### src/rtl/pc_unit.sv
// ---------------------------------------------------------------------------
// pc_unit
//   Program-counter stage of the simple processor. Holds the 32-bit fetch
//   address, produces PC+4 and the branch/jump target for the external
//   PC-select mux, and loads the mux result (NEXT_PC) back into the PC.
//   The PC is frozen while instruction memory signals BUSYWAIT.
//
// Ports
//   CLK            in   1          clock, rising edge
//   RESET          in   1          asynchronous reset, active-low
//   NEXT_PC        in   32         selected next PC from the PC-select mux
//   OFFSET         in   8          signed branch/jump offset, in words
//   BUSYWAIT       in   1          instruction memory busy; 1 = hold PC
//   PC             out  32         current fetch address
//   PC_PLUS4       out  32         PC + 4 (combinational)
//   BRANCH_TARGET  out  32         PC + 4 + sign-extended (OFFSET << 2)
//   FETCH_VALID    out  1          PC is a valid fetch request
//   STALLED        out  1          unit is holding the PC for BUSYWAIT
//   REDIRECT       out  1          1-cycle pulse after a non-sequential update
//   UPDATE_COUNT   out  CNT_WIDTH  saturating count of PC updates since reset
// ---------------------------------------------------------------------------
module pc_unit #(
    parameter logic [31:0] RESET_VECTOR = 32'h0000_0000,
    parameter int          CNT_WIDTH    = 32
) (
    input  logic                 CLK,
    input  logic                 RESET,
    input  logic [31:0]          NEXT_PC,
    input  logic [7:0]           OFFSET,
    input  logic                 BUSYWAIT,
    output logic [31:0]          PC,
    output logic [31:0]          PC_PLUS4,
    output logic [31:0]          BRANCH_TARGET,
    output logic                 FETCH_VALID,
    output logic                 STALLED,
    output logic                 REDIRECT,
    output logic [CNT_WIDTH-1:0] UPDATE_COUNT
);

    typedef enum logic [1:0] {
        ST_INIT  = 2'd0,
        ST_RUN   = 2'd1,
        ST_STALL = 2'd2
    } state_t;

    state_t               state_q;
    logic [31:0]          pc_q;
    logic                 fetch_valid_q;
    logic                 stalled_q;
    logic                 redirect_q;
    logic [CNT_WIDTH-1:0] update_count_q;

    logic [31:0]          pc_plus4;
    logic [31:0]          offset_bytes;
    logic                 non_seq;
    logic [CNT_WIDTH-1:0] update_count_d;

    // Address arithmetic wraps modulo 2^32 on purpose; no carry-out is kept.
    assign pc_plus4      = pc_q + 32'd4;
    assign offset_bytes  = {{22{OFFSET[7]}}, OFFSET, 2'b00};
    assign non_seq       = (NEXT_PC != pc_plus4);

    // Counter holds at all-ones instead of wrapping back to zero.
    assign update_count_d = (&update_count_q) ? update_count_q
                                              : update_count_q + 1'b1;

    // NOTE: every register below is assigned with <= so all of them sample the
    // same pre-edge values; blocking assignments here would let later lines
    // see values already updated in this same edge.
    always_ff @(posedge CLK or negedge RESET) begin
        if (!RESET) begin
            state_q        <= ST_INIT;
            pc_q           <= RESET_VECTOR;
            fetch_valid_q  <= 1'b0;
            stalled_q      <= 1'b0;
            redirect_q     <= 1'b0;
            update_count_q <= '0;
        end else begin
            // Pulse outputs default low; only an actual update raises REDIRECT.
            redirect_q <= 1'b0;
            unique case (state_q)
                ST_INIT: begin
                    // PC stays at RESET_VECTOR so that address is fetched first.
                    state_q       <= ST_RUN;
                    fetch_valid_q <= 1'b1;
                    stalled_q     <= 1'b0;
                end
                ST_RUN, ST_STALL: begin
                    fetch_valid_q <= 1'b1;
                    // BUSYWAIT sampled at this edge wins over the update.
                    if (BUSYWAIT) begin
                        state_q   <= ST_STALL;
                        stalled_q <= 1'b1;
                    end else begin
                        state_q        <= ST_RUN;
                        stalled_q      <= 1'b0;
                        pc_q           <= NEXT_PC;
                        update_count_q <= update_count_d;
                        redirect_q     <= non_seq;
                    end
                end
                default: begin
                    state_q       <= ST_INIT;
                    fetch_valid_q <= 1'b0;
                    stalled_q     <= 1'b0;
                end
            endcase
        end
    end

    assign PC            = pc_q;
    assign PC_PLUS4      = pc_plus4;
    assign BRANCH_TARGET = pc_plus4 + offset_bytes;
    assign FETCH_VALID   = fetch_valid_q;
    assign STALLED       = stalled_q;
    assign REDIRECT      = redirect_q;
    assign UPDATE_COUNT  = update_count_q;

endmodule

### config.mk
export PLATFORM = sky130hd
export DESIGN_NAME = pc_unit
export DESIGN_NICKNAME = d
export VERILOG_FILES = /design/src/rtl/pc_unit.sv
export SDC_FILE = /design/constraint.sdc
export NUM_CORES = 1
export LEC_CHECK = 0
export BUFFER_PORTS_ARGS = -buffer_cell sky130_fd_sc_hd__buf_2
export CORE_MARGIN = 2
export CORE_UTILIZATION = 40
export CTS_BUF_LIST = sky130_fd_sc_hd__clkbuf_4
export DETAILED_ROUTE_END_ITERATION = 10
export GPL_TIMING_DRIVEN = 0
export PLACE_DENSITY = 0.76
export SLEW_MARGIN = 10
export SYNTH_ARGS = -nofsm -noshare
export SYNTH_HDL_FRONTEND = slang
export SYNTH_SLANG_ARGS = --single-unit
### constraint.sdc
create_clock -name CLK -period 4.45 [get_ports CLK]
set_input_delay 0.2225 -clock CLK [delete_from_list [all_inputs] [get_ports CLK]]
set_output_delay 0.2225 -clock CLK [all_outputs]
set_load 0.02 [all_outputs]
After elaboration in Yosys (flattened, before gate mapping)

Index checks and enable logic that the tools add are counted.

Bits in registers: 69
Bits of input ports: 43
Output and inout bits: 131
Logic and storage cells: 27

$add $sub $neg: 3
Equal/unequal tests: 3
Mux-type cells: 7
Bitwise operators: 2
Reductions and logical operators: 6

Operators by type and width:

| operator                                       | count |
|---|---|
| adder 32 x 1 -> 32 bit (second input constant) | 1 |
| adder 32 x 3 -> 32 bit (second input constant) | 1 |
| adder 32 bit                                   | 1 |
| != test 32 bit                                 | 1 |
| AND reduction 32 bit                           | 1 |
| two-way mux 1 bit                              | 5 |
| one-hot mux 2 bit (2 select lines)             | 1 |
| AND reduction 3 bit                            | 1 |
| OR reduction 3 bit                             | 1 |
| == test 2 x 1 -> 1 bit (second input constant) | 1 |
| == test 2 bit (second input constant)          | 1 |
| logical NOT 2 bit                              | 1 |
| two-way mux 2 bit                              | 1 |
| inverter 1 bit                                 | 2 |
| AND reduction 2 bit                            | 1 |
| OR reduction 2 bit                             | 1 |

Depth between registers and ports, before layout

Gate-level depths: netlist of the first run.

Depth after elaboration: 4
Gate-level depth with buffers: 16
Mapped depth without buffers: 14

Worst setup path before layout of the first run

No wires, ideal clock.

Path kind: register to output
Start point: reg pc_q[2], in the netlist PC[2]
End point: out BRANCH_TARGET[31]
Data arrival time: 3839 ps
Required time: 4228 ps
Slack: 388 ps
Stages on the path, launching flop included: 14
Buffers on the path: 0
Cell sequence: dfrtp_1 ha_1 nand4_1 nor4_2 nand3_1 xnor2_1 ha_1 a21oi_1 o21ai_0 a21o_1 a2111oi_0 o22ai_1 a2111o_1 o311ai_0

Word-level cells in the longest chain between the ends: 2

RTL lines:

| what                   | RTL line | source |
|---|---|---|
| start, declared        | 47       | `logic [31:0] pc_q;` |
| start signal, assigned | 73       | `pc_q <= RESET_VECTOR;` |
| start signal, assigned | 97       | `pc_q <= NEXT_PC;` |
| adder 32 x 3 -> 32 bit | 59       | `assign pc_plus4 = pc_q + 32'd4;` |
| named net PC_PLUS4[20] | 32       | `output logic [31:0] PC_PLUS4,` |
| adder 32 bit           | 113      | `assign BRANCH_TARGET = pc_plus4 + offset_bytes;` |
| end, declared          | 33       | `output logic [31:0] BRANCH_TARGET,` |

The timed path passes the listed nets, and every way through them passes these cells.

Final worst setup path of the first run

Start point: reg pc_q[6], in the netlist PC[6]
End point: out BRANCH_TARGET[31]

Word-level cells in the longest chain between the ends: 2

RTL lines:

| what                   | RTL line |
|---|---|
| adder 32 x 3 -> 32 bit | 59 |
| adder 32 bit           | 113 |

No other way between the ends.

==> key figures, run 1 <==
Layout
  • Post-route insts no fill: 1067
  • Antenna Cells: 0
  • Share of cells above drive strength 1: 0.284
  • Nets: 967
  • Area grow syn2layout: 29.7%
  • # fillers: 1312
  • Area of the multi-input gates: 4010 µm²
  • Fin area: 7440 µm²
  • FF+latch area: 1710 µm²
  • Final design utilization: 0.534

Placement
  • DP Area: 6850 µm²
  • IO Port Bufs: 173
  • Post-DP HPWL: 12800 µm
  • Dpl cells: 1026
  • Post-place setup slack: 0.245 ns
  • GPL Wtd Cong: 0.886

Route
  • Drt pass-1 iters: 4
  • DRC violations left: 0
  • Antenna Violating Nets Remaining: 0
  • Starting DRT DRC Count: 236
  • Avg WL per Cell: 15.6 µm
  • Vias per cell: 5.26
  • Drt total wl: 16700 µm
  • Via count: 5617

Yosys
  • Xor and xnor fraction of the mapped netlist area: 0.190
  • Synth area leaders: dfrtp_1 30%, xnor2_1 11%, ha_1 8.9%
  • Most common cell in the netlist: nand2_1
  • Syn_nets: 757
  • Post-synth ARST share: 1.00
  • Cell taking the most area after synthesis: dfrtp_1
  • Cells after synthesis: 672
  • Post-Synth Simple-Gate Area: 0.254
  • Synthesized flop and latch total: 68
  • EDFF count, synth: 0
  • Netlist cell types: 64
  • Synth Area in Adders: 0.0929
  • Post-Syn Area per Cell: 8.54 µm²
  • Top cell type's share of synthesized area: 0.296
  • Area of the mapped netlist: 5740 µm²
  • Mux share of post-synthesis cell area: 0.00196
  • Commonest cells in the netlist: 121 x nand2_1, 71 x xnor2_1, 68 x dfrtp_1, 46 x xor2_1
  • Compound-Gate Fraction of Synth Area: 0.137
  • Commonest register cell after synthesis: dfrtp_1
  • Warnings from Yosys: 0
  • Largest family of logic cells by synthesized area: simple AND/OR/NAND/NOR gates
  • Sequential area share after synthesis: 0.296

Critical path
  • WP buf/inv: 3
  • Critical Path AT: 4.05 ns
  • Slowest-stage cell, CP: nor4_1
  • Crit path cell chain: nand3_4 -> nor4_1 -> nor3b_2 -> xor2_1 -> ha_1 -> nor2_1 -> inv_1 -> a21oi_1 -> or3_1 -> o22ai_1 -> buf_4 -> a31oi_1 -> o311ai_0 -> buf_2
  • CP required: 4.23 ns
  • Critical path type: reg2out
  • CP max stage delay: 0.62 ns
  • Crit. End Element: output pin
  • Crit path launch type: flop
  • Stages on the worst setup path: 14
  • Worst-path maximum fanout: 8
  • Largest delay share family, worst path: simple AND/OR/NAND/NOR gates
  • Reg2reg path depth: 8

STA
  • Rel. slew slack: 0.471
  • Min Clock Period, post-route: 4.27 ns
  • Highest clock rate: 0.234 GHz
  • Setup TNS: 0 ns
  • Final setup fails: 0
  • Crit share post-route: 0.960
  • Skew final: 0.00963 ns
  • Setup ws final: 0.179 ns
  • Min Hold Slack: 0.0223 ns
  • Max-slew violations: 0
  • Endpoints failing hold: 0
  • Worst Max-Slew Pin Slew: 0.788 ns

Global routing
  • Most Crowded Layer GR: met2
  • Largest net degree at the start of global routing: 42
  • Vias in the first global route: 5205
  • Total track usage: 0.217
  • Initial antenna violation count: 1
  • M2 GR Usage: 0.368
  • Met1 Use GR: 0.279
  • Grt met3 use: 0.0339
  • First-pass GRT wire length: 26000 µm
  • GRT overflow: 0

Floorplanning
  • Std cell rows: 43
  • Ports: 174
  • Die height: 124 µm
  • Core ar.: 13900 µm²
  • Die Wd: 124 µm
  • Starting density of the core: 0.412
  • Die area: 15300 µm²

Outcome
  • Run status: complete, no violations

Clocking
  • Clock tree root driver cell: clkbuf_4
  • Sinks on Clock Net: 68
  • Clock Path Buffers: 2
  • CTS clk-pin slew, worst paths: 0.12 ns
  • CTS Buf Count: 9
  • CTS tree: done
  • Clk_lat worst skew: 0.44 ns
  • H-tree Lvls: 3

Power and ir drop
  • Total power: 5.62 mW
  • Worst vdd ir: 0.321 mV
  • Leakage: 3.71 nW
  • PD cells: 755 nW/µm²

Worst hold path
  • Hold path cells: 3
  • Worst hold path class: in2reg

Run
  • Max-cap violations: 0
[sequential cells by signal, summed over array words and instances, names as in the netlist]
| register | count |
|---|---|
| UPDATE_COUNT | 32 |
| state_q | 1 |
| STALLED | 1 |
| PC | 32 |
| REDIRECT | 1 |
| FETCH_VALID | 1 |
[cell usage in the layout (no fill, tap or decap), types with 8 or more instances in the layout]
| cell | instances |
|---|---|
| and3_1 | 10 |
| buf_4 | 12 |
| a21o_1 | 17 |
| nand2_1 | 120 |
| clkbuf_1 | 11 |
| clkbuf_4 | 12 |
| a21oi_1 | 29 |
| xnor2_1 | 66 |
| ha_1 | 41 |
| dfrtp_1 | 60 |
| dlygate4sd3_1 | 18 |
| dfrtp_2 | 8 |
| buf_2 | 176 |
| nor2_1 | 33 |
| o21ai_0 | 29 |
| nor3_1 | 11 |
| xor2_1 | 45 |
| nand3_1 | 38 |
| inv_1 | 12 |
| nand4_1 | 18 |
[worst min-delay path: stages]
cell and delay, ns:
buf_2 0.13, nand2_1 0.06, nand2_1 0.04
[worst paths after layout]
| path | from | endpoint | slack [ns] |
|---|---|---|---|
| max reg2reg | PC[6] | REDIRECT | 1.48 |
| min reg2reg | UPDATE_COUNT[28] | UPDATE_COUNT[28] | 0.50 |
| min in group asynchronous | RESET | UPDATE_COUNT[7] | 0.23 |
| max | PC[6] | BRANCH_TARGET[31] | 0.18 |
| max in group asynchronous | RESET | PC[5] | 3.65 |
| min | NEXT_PC[12] | PC[12] | 0.02 |
[power breakdown]
part / internal [mW] / switching (mW) / total, mW
Clock: 0.348 / 0.246 / 0.594
Sequential: 0.809 / 0.288 / 1.10
Combinational: 1.46 / 2.46 / 3.93
Total: 2.62 / 3.00 / 5.62
[timing repair]
action                                  in CTS  in global routing
endpoints found under the setup margin       1                  7
hold buffers                                18                  0
hold endpoints to repair                    44                  0
gates resized for setup                      9                 26
pin swaps                                    3                  5
setup buffers                                3                  4
[layout make-up]
| type | count | share of cell area |
|---|---|---|
| buffer | 23 | 0.0165 |
| clock buffer | 10 | 0.0101 |
| clock inverter | 6 | 0.0183 |
| inverter | 12 | 0.00605 |
| multi-input combinational | 569 | 0.538 |
| sequential | 68 | 0.230 |
| tap | 180 | 0.0303 |
| timing repair buffer | 199 | 0.151 |
[layer usage]
layer	up-vias	part of all wire
met3	28	0.063
met1	2617	0.43
met2	176	0.49
met4	2	0.019
met5	-	0.00090
li1	2794	-
[cells by family after synthesis]
logic type / Yosys count
DFF: 68
muxes: 1
xor gates and xnor gates: 120
and+or+nand+nor: 285
adders and majority gates: 42
buffers and inverters: 35
AOI/OAI and AO/OA: 121
No activity file was read; power rests on OpenSTA's default activity.
==> run 2: changes to the inputs <==
==> constraint.sdc (replaced) <==
create_clock -name CLK -period 4.59 [get_ports CLK]
set_input_delay 0.2295 -clock CLK [delete_from_list [all_inputs] [get_ports CLK]]
set_output_delay 0.2295 -clock CLK [all_outputs]
set_load 0.02 [all_outputs]
==> run 2 against run 1 <==
Register-to-register slack improved by 0.05 ns. Worst hold slack improved by 0.0063 ns. Final area fell by 1.6%. Core utilization down 0.85 points. Clock-buffer cell count unchanged. Combinational power fell by 4%. Final cell count fell by 0.56%.
==> key figures, run 2 (synthesis results as in run 1) <==
Critical path
  • R2r endpoint: REDIRECT
  • Critical path's most frequent cell: ha_1
  • Crit path launch type: flop
  • R2r setup slk: 1.53 ns
  • Reg2reg path depth: 8
  • CP max stage delay: 0.48 ns
  • Crit. End Element: output pin
  • Worst-path maximum fanout: 7
  • Critical path type: reg2out
  • R2r startpoint: PC[7]
  • Critical Path AT: 4.14 ns
  • WP buf/inv: 1
  • Crit path cell chain: ha_1 -> and3_1 -> and3_4 -> nand3_4 -> xnor2_1 -> ha_1 -> a21oi_1 -> o21ai_0 -> a21o_1 -> a2111oi_1 -> o22ai_1 -> a2111o_1 -> o311ai_0 -> buf_2
  • CP required: 4.36 ns
  • Slowest-stage cell, CP: dfrtp_2
  • Largest delay share family, worst path: compound AO/OA/AOI/OAI gates

Floorplanning
  • Core ar.: 13900 µm²
  • Die area: 15300 µm²
  • Starting density of the core: 0.412
  • Std cell rows: 43
  • Die Wd: 124 µm
  • Ports: 174
  • Die height: 124 µm

Power and ir drop
  • PD cells: 736 nW/µm²
  • Leakage: 3.65 nW
  • Total power: 5.39 mW
  • Worst vdd ir: 0.311 mV

STA
  • Worst Max-Slew Pin Slew: 0.798 ns
  • Highest clock rate: 0.229 GHz
  • Skew final: 0.00982 ns
  • Final setup fails: 0
  • Setup ws final: 0.222 ns
  • Max-slew violations: 0
  • Min Clock Period, post-route: 4.37 ns
  • Crit share post-route: 0.952
  • Endpoints failing hold: 0
  • Setup TNS: 0 ns
  • Rel. slew slack: 0.464

Layout
  • Area grow syn2layout: 27.6%
  • Nets: 961
  • Antenna Cells: 0
  • # fillers: 1317
  • Most frequent cells in the layout: 177 x buf_2, 121 x nand2_1, 68 x xnor2_1
  • Share of cells above drive strength 1: 0.272
  • Commonest non-fill, non-tap cell in the layout: buf_2

Global routing
  • GRT overflow: 0
  • First-pass GRT wire length: 25700 µm
  • Vias in the first global route: 5124
  • Initial antenna violation count: 1
  • Largest net degree at the start of global routing: 42
  • Total track usage: 0.214

Route
  • Avg WL per Cell: 15.4 µm
  • Drt total wl: 16400 µm
  • DRC violations left: 0
  • Starting DRT DRC Count: 267
  • Vias per cell: 5.29
  • Via count: 5610
  • Antenna Violating Nets Remaining: 0
  • Drt pass-1 iters: 5

Clocking
  • Clk_lat worst skew: 0.44 ns
  • H-tree Lvls: 3
  • CTS tree: done
  • CTS Buf Count: 9
  • Clock tree root driver cell: clkbuf_4
  • Clock Path Buffers: 2
  • Sinks on Clock Net: 68
  • CTS clk-pin slew, worst paths: 0.12 ns

Placement
  • Post-place setup slack: 0.378 ns
  • Post-DP HPWL: 12800 µm
  • GPL Wtd Cong: 0.886
  • IO Port Bufs: 173

Worst hold path
  • Hold path cells: 3
  • Hold endpoint: PC[8]
  • Hold wc startpoint: NEXT_PC[8]
  • Worst hold path class: in2reg

Outcome
  • Run status: complete, no violations

Run
  • Max-cap violations: 0
==> run 2: area by class of cell <==
cell class | instances | area [µm²] | share of cell area
Multi-Input combinational cell | 569 | 3950 | 0.539
Sequential cell | 68 | 1710 | 0.233
Timing Repair Buffer | 193 | 1060 | 0.145
Tap cell | 180 | 225 | 0.0307
Clock inverter | 6 | 136 | 0.0186
Buffer | 23 | 119 | 0.0162
Clock buffer | 10 | 75.1 | 0.0102
Inverter | 12 | 45.0 | 0.00615
==> run 2: timing repair <==
action / CTS / global route
pin swaps: 1 / 3
endpoints found under the setup margin: 1 / 5
resized for setup: 3 / 17
endpoints found under the hold margin: 39 / 0
setup buffers: 1 / 5
hold buffers: 13 / 0
==> run 2: layer usage <==
metal | global-route usage | part of all wire | up-vias
met2 | 0.365 | 0.48 | 178
met4 | 0.0703 | 0.021 | 2
met3 | 0.0325 | 0.061 | 28
li1 | - | - | 2787
met5 | 0 | 0.00092 | -
met1 | 0.279 | 0.44 | 2615
==> run 2: how the worst max path moves through the flow <==
stage / start / end / cells past startpoint
detailed placement: PC[2] / BRANCH_TARGET[31] / 14
floorplan: PC[2] / BRANCH_TARGET[31] / 13
CTS: PC[14] / BRANCH_TARGET[31] / 14
global placement: PC[2] / BRANCH_TARGET[31] / 14
global route: PC[7] / BRANCH_TARGET[31] / 15
finish: PC[2] / BRANCH_TARGET[31] / 14
==> run 2: per-stage QoR <==
| stage | utilization | hold WS, ns | instance area [µm²] | cells |
|---|---|---|---|---|
| floorplan | - | -0.0661 | 5740 | 672 |
| global placement | 0.490 | 0.448 | 6830 | 1025 |
| detailed placement | 0.492 | 0.183 | 6850 | 1026 |
| CTS | 0.518 | 0.00111 | 7220 | 1056 |
| global route | 0.526 | 0.0179 | 7320 | 1061 |
| finish | 0.526 | 0.0286 | 7320 | 1061 |
==> run 2: worst reg2reg max path: stages, from the launching register on <==
cell	delay (ns)
dfrtp_1	0.54
nand4_4	0.21
or3_1	0.45
xnor2_2	0.28
xnor2_1	0.19
o31ai_1	0.12
or4_1	0.54
nor4b_2	0.38
a41oi_1	0.19
==> run 2: power breakdown <==
part	switching (mW)	leakage, nW	internal, mW
registers	0.272	0.873	0.783
logic	2.37	2.67	1.39
clock network	0.236	0.107	0.337
==> run 3: changes to the inputs <==
--- a/config.mk
+++ b/config.mk
@@ -6,12 +6,15 @@
 export NUM_CORES = 1
 export LEC_CHECK = 0
 export BUFFER_PORTS_ARGS = -buffer_cell sky130_fd_sc_hd__buf_2
+export CELL_PAD_IN_SITES_DETAIL_PLACEMENT = 2
+export CELL_PAD_IN_SITES_GLOBAL_PLACEMENT = 2
+export CORE_ASPECT_RATIO = 0.75
 export CORE_MARGIN = 2
-export CORE_UTILIZATION = 40
+export CORE_UTILIZATION = 31
 export CTS_BUF_LIST = sky130_fd_sc_hd__clkbuf_4
 export DETAILED_ROUTE_END_ITERATION = 10
 export GPL_TIMING_DRIVEN = 0
-export PLACE_DENSITY = 0.76
+export PLACE_DENSITY = 0.94
 export SLEW_MARGIN = 10
 export SYNTH_ARGS = -nofsm -noshare
 export SYNTH_HDL_FRONTEND = slang
==> run 3 against run 2 <==
Setup slack got worse by 0.10 ns. Wire length up 57%. Register-to-register slack barely moved. Global-route usage up 3.2 points. Die area up 28%. Maximum frequency decreased by 2.3%. Via count up 10%. Power up 8.0%.
==> key figures, run 3 (synthesis results as in run 1) <==
STA
  • Rel. slew slack: 0.506
  • Max-slew violations: 0
  • Endpoints failing hold: 0
  • Min Clock Period, post-route: 4.47 ns
  • Min Hold Slack: 0.0313 ns
  • RSZ-0062 raised after global routing: yes
  • Highest clock rate: 0.224 GHz
  • Skew final: 0.0122 ns
  • Setup TNS: 0 ns
  • Worst Max-Slew Pin Slew: 0.735 ns
  • Final setup fails: 0
  • Crit share post-route: 0.974

Clocking
  • CTS Buf Count: 9
  • Clk_lat worst skew: 0.46 ns
  • Sinks on Clock Net: 68
  • Clock tree root driver cell: clkbuf_4
  • Clock Path Buffers: 2
  • CTS tree: done
  • H-tree Lvls: 3
  • CTS clk-pin slew, worst paths: 0.12 ns

Outcome
  • Run status: complete, no violations

Power and ir drop
  • PD cells: 758 nW/µm²
  • Leakage: 3.76 nW
  • Worst vdd ir: 0.319 mV
  • Total power: 5.83 mW

Layout
  • Share of cells above drive strength 1: 0.305
  • Area grow syn2layout: 33.9%
  • Fin area: 7690 µm²
  • Most frequent cells in the layout: 175 x buf_2, 119 x nand2_1, 65 x xnor2_1
  • Nets: 975
  • Post-route insts no fill: 1144
  • Commonest non-fill, non-tap cell in the layout: buf_2

Global routing
  • Vias in the first global route: 6619
  • Total track usage: 0.246
  • Initial antenna violation count: 1
  • First-pass GRT wire length: 37600 µm
  • Largest net degree at the start of global routing: 36
  • GRT overflow: 0

Route
  • Drt total wl: 25700 µm
  • Antenna Violating Nets Remaining: 0
  • Vias per cell: 5.42
  • M1 WL: 11200 µm
  • Starting DRT DRC Count: 356
  • Met3 wire len: 1310 µm
  • Highest metal used: met4
  • DRC violations left: 0
  • Drt pass-1 iters: 4
  • Metal2 WL: 12600 µm
  • Avg WL per Cell: 22.5 µm
  • Via count: 6196

Critical path
  • Critical Path End: BRANCH_TARGET[31]
  • Stages on the worst setup path: 15
  • R2r setup slk: 1.52 ns
  • R2r endpoint: REDIRECT
  • Reg2reg path depth: 9
  • Crit path launch type: flop
  • Critical path type: reg2out
  • Crit. Startpoint: PC[3]
  • Slowest-stage cell, CP: dfrtp_2
  • R2r startpoint: PC[3]
  • CP required: 4.36 ns
  • Critical Path AT: 4.24 ns
  • Crit path cell chain: buf_4 -> nand4_4 -> nor3_4 -> nand2_2 -> nor2_4 -> xnor2_2 -> ha_2 -> nand2_1 -> o21ai_1 -> a21o_1 -> a2111oi_4 -> o22ai_2 -> a2111o_1 -> o311ai_0 -> buf_2
  • CP max stage delay: 0.46 ns
  • Worst-path maximum fanout: 7
  • Largest delay share family, worst path: compound AO/OA/AOI/OAI gates
  • WP buf/inv: 2
  • Crit. End Element: output pin

Worst hold path
  • Hold wc startpoint: NEXT_PC[3]
  • Worst hold path class: in2reg
  • Hold path cells: 3

Floorplanning
  • Die Wd: 161 µm
  • Ports: 174
  • Core ar.: 18300 µm²
  • Std cell rows: 43
  • Die area: 19600 µm²
  • Starting density of the core: 0.314
  • Die height: 122 µm

Placement
  • Dpl cells: 1093
  • IO Port Bufs: 173
  • DP Area: 6940 µm²
  • Post-DP HPWL: 17700 µm
  • GPL Wtd Cong: 0.852

Run
  • Max-cap violations: 0
## run 3: cell count changes in the layout (fill, tap and decap cells not counted), moves of 5 or more
cell | before | now
dlygate4sd3_1 | 13 | 22
buf_4 | 11 | 18
xor2_1 | 46 | 41
ha_2 | 0 | 5
xor2_2 | 0 | 5
ha_1 | 41 | 36
## run 3: final cells by class
cell class	count	area, µm²
multi-input cells	569	4140
plain buffers	22	121
flip-flops and latches	68	1710
inverters	12	45.0
clock inverters	5	76.3
repair buffers	208	1200
clock buffers	11	82.6
well taps	247	309
diodes	2	5.00
fillers	2062	10600
## run 3: what timing repair did
action                     4_1_cts  5_1_grt
gates resized for setup         19       41
setup endpoints to repair        5        7
buffers inserted                 7        5
pin swaps                        3        5
hold buffers                    20        2
hold endpoints to repair        52        2
## run 3: where the power goes
group | switching (mW) | total [mW] | internal [mW]
sequential | 0.325 | 1.11 | 0.785
clock | 0.244 | 0.475 | 0.230
combinational | 2.75 | 4.24 | 1.49
total | 3.32 | 5.83 | 2.50
## run 3: how the worst min path moves through the flow
stage,end,slack [ns]
6_report,PC[3],0.03
3_3_place_gp,PC[4],0.45
2_1_floorplan,FETCH_VALID,-0.07
3_5_place_dp,UPDATE_COUNT[5],0.22
4_1_cts,PC[19],0.0008
5_1_grt,PC[27],0.003
## run 3: routing by layer
metal,vias up,track usage
li1,2806,-
met1,3150,0.304
met2,199,0.435
met3,41,0.0630
met4,0,0.0592
met5,-,0
## run 3: worst reg2reg max path, stage by stage (launching register included)
cell and delay (ns):
dfrtp_2 0.46, buf_4 0.15, nand4_4 0.21, or3_1 0.50
xnor2_2 0.34, xnor2_1 0.20, o31ai_1 0.11, or4_1 0.56
nor4b_2 0.28, a41oi_1 0.14
## run 3: per-stage QoR
stage	util	worst slack (ns)
after floorplan	-	0.521
after global placement	0.378	0.323
after detailed placement	0.379	-0.0116
after CTS	0.407	0.0133
after global routing	0.420	-0.127
final	0.420	0.119
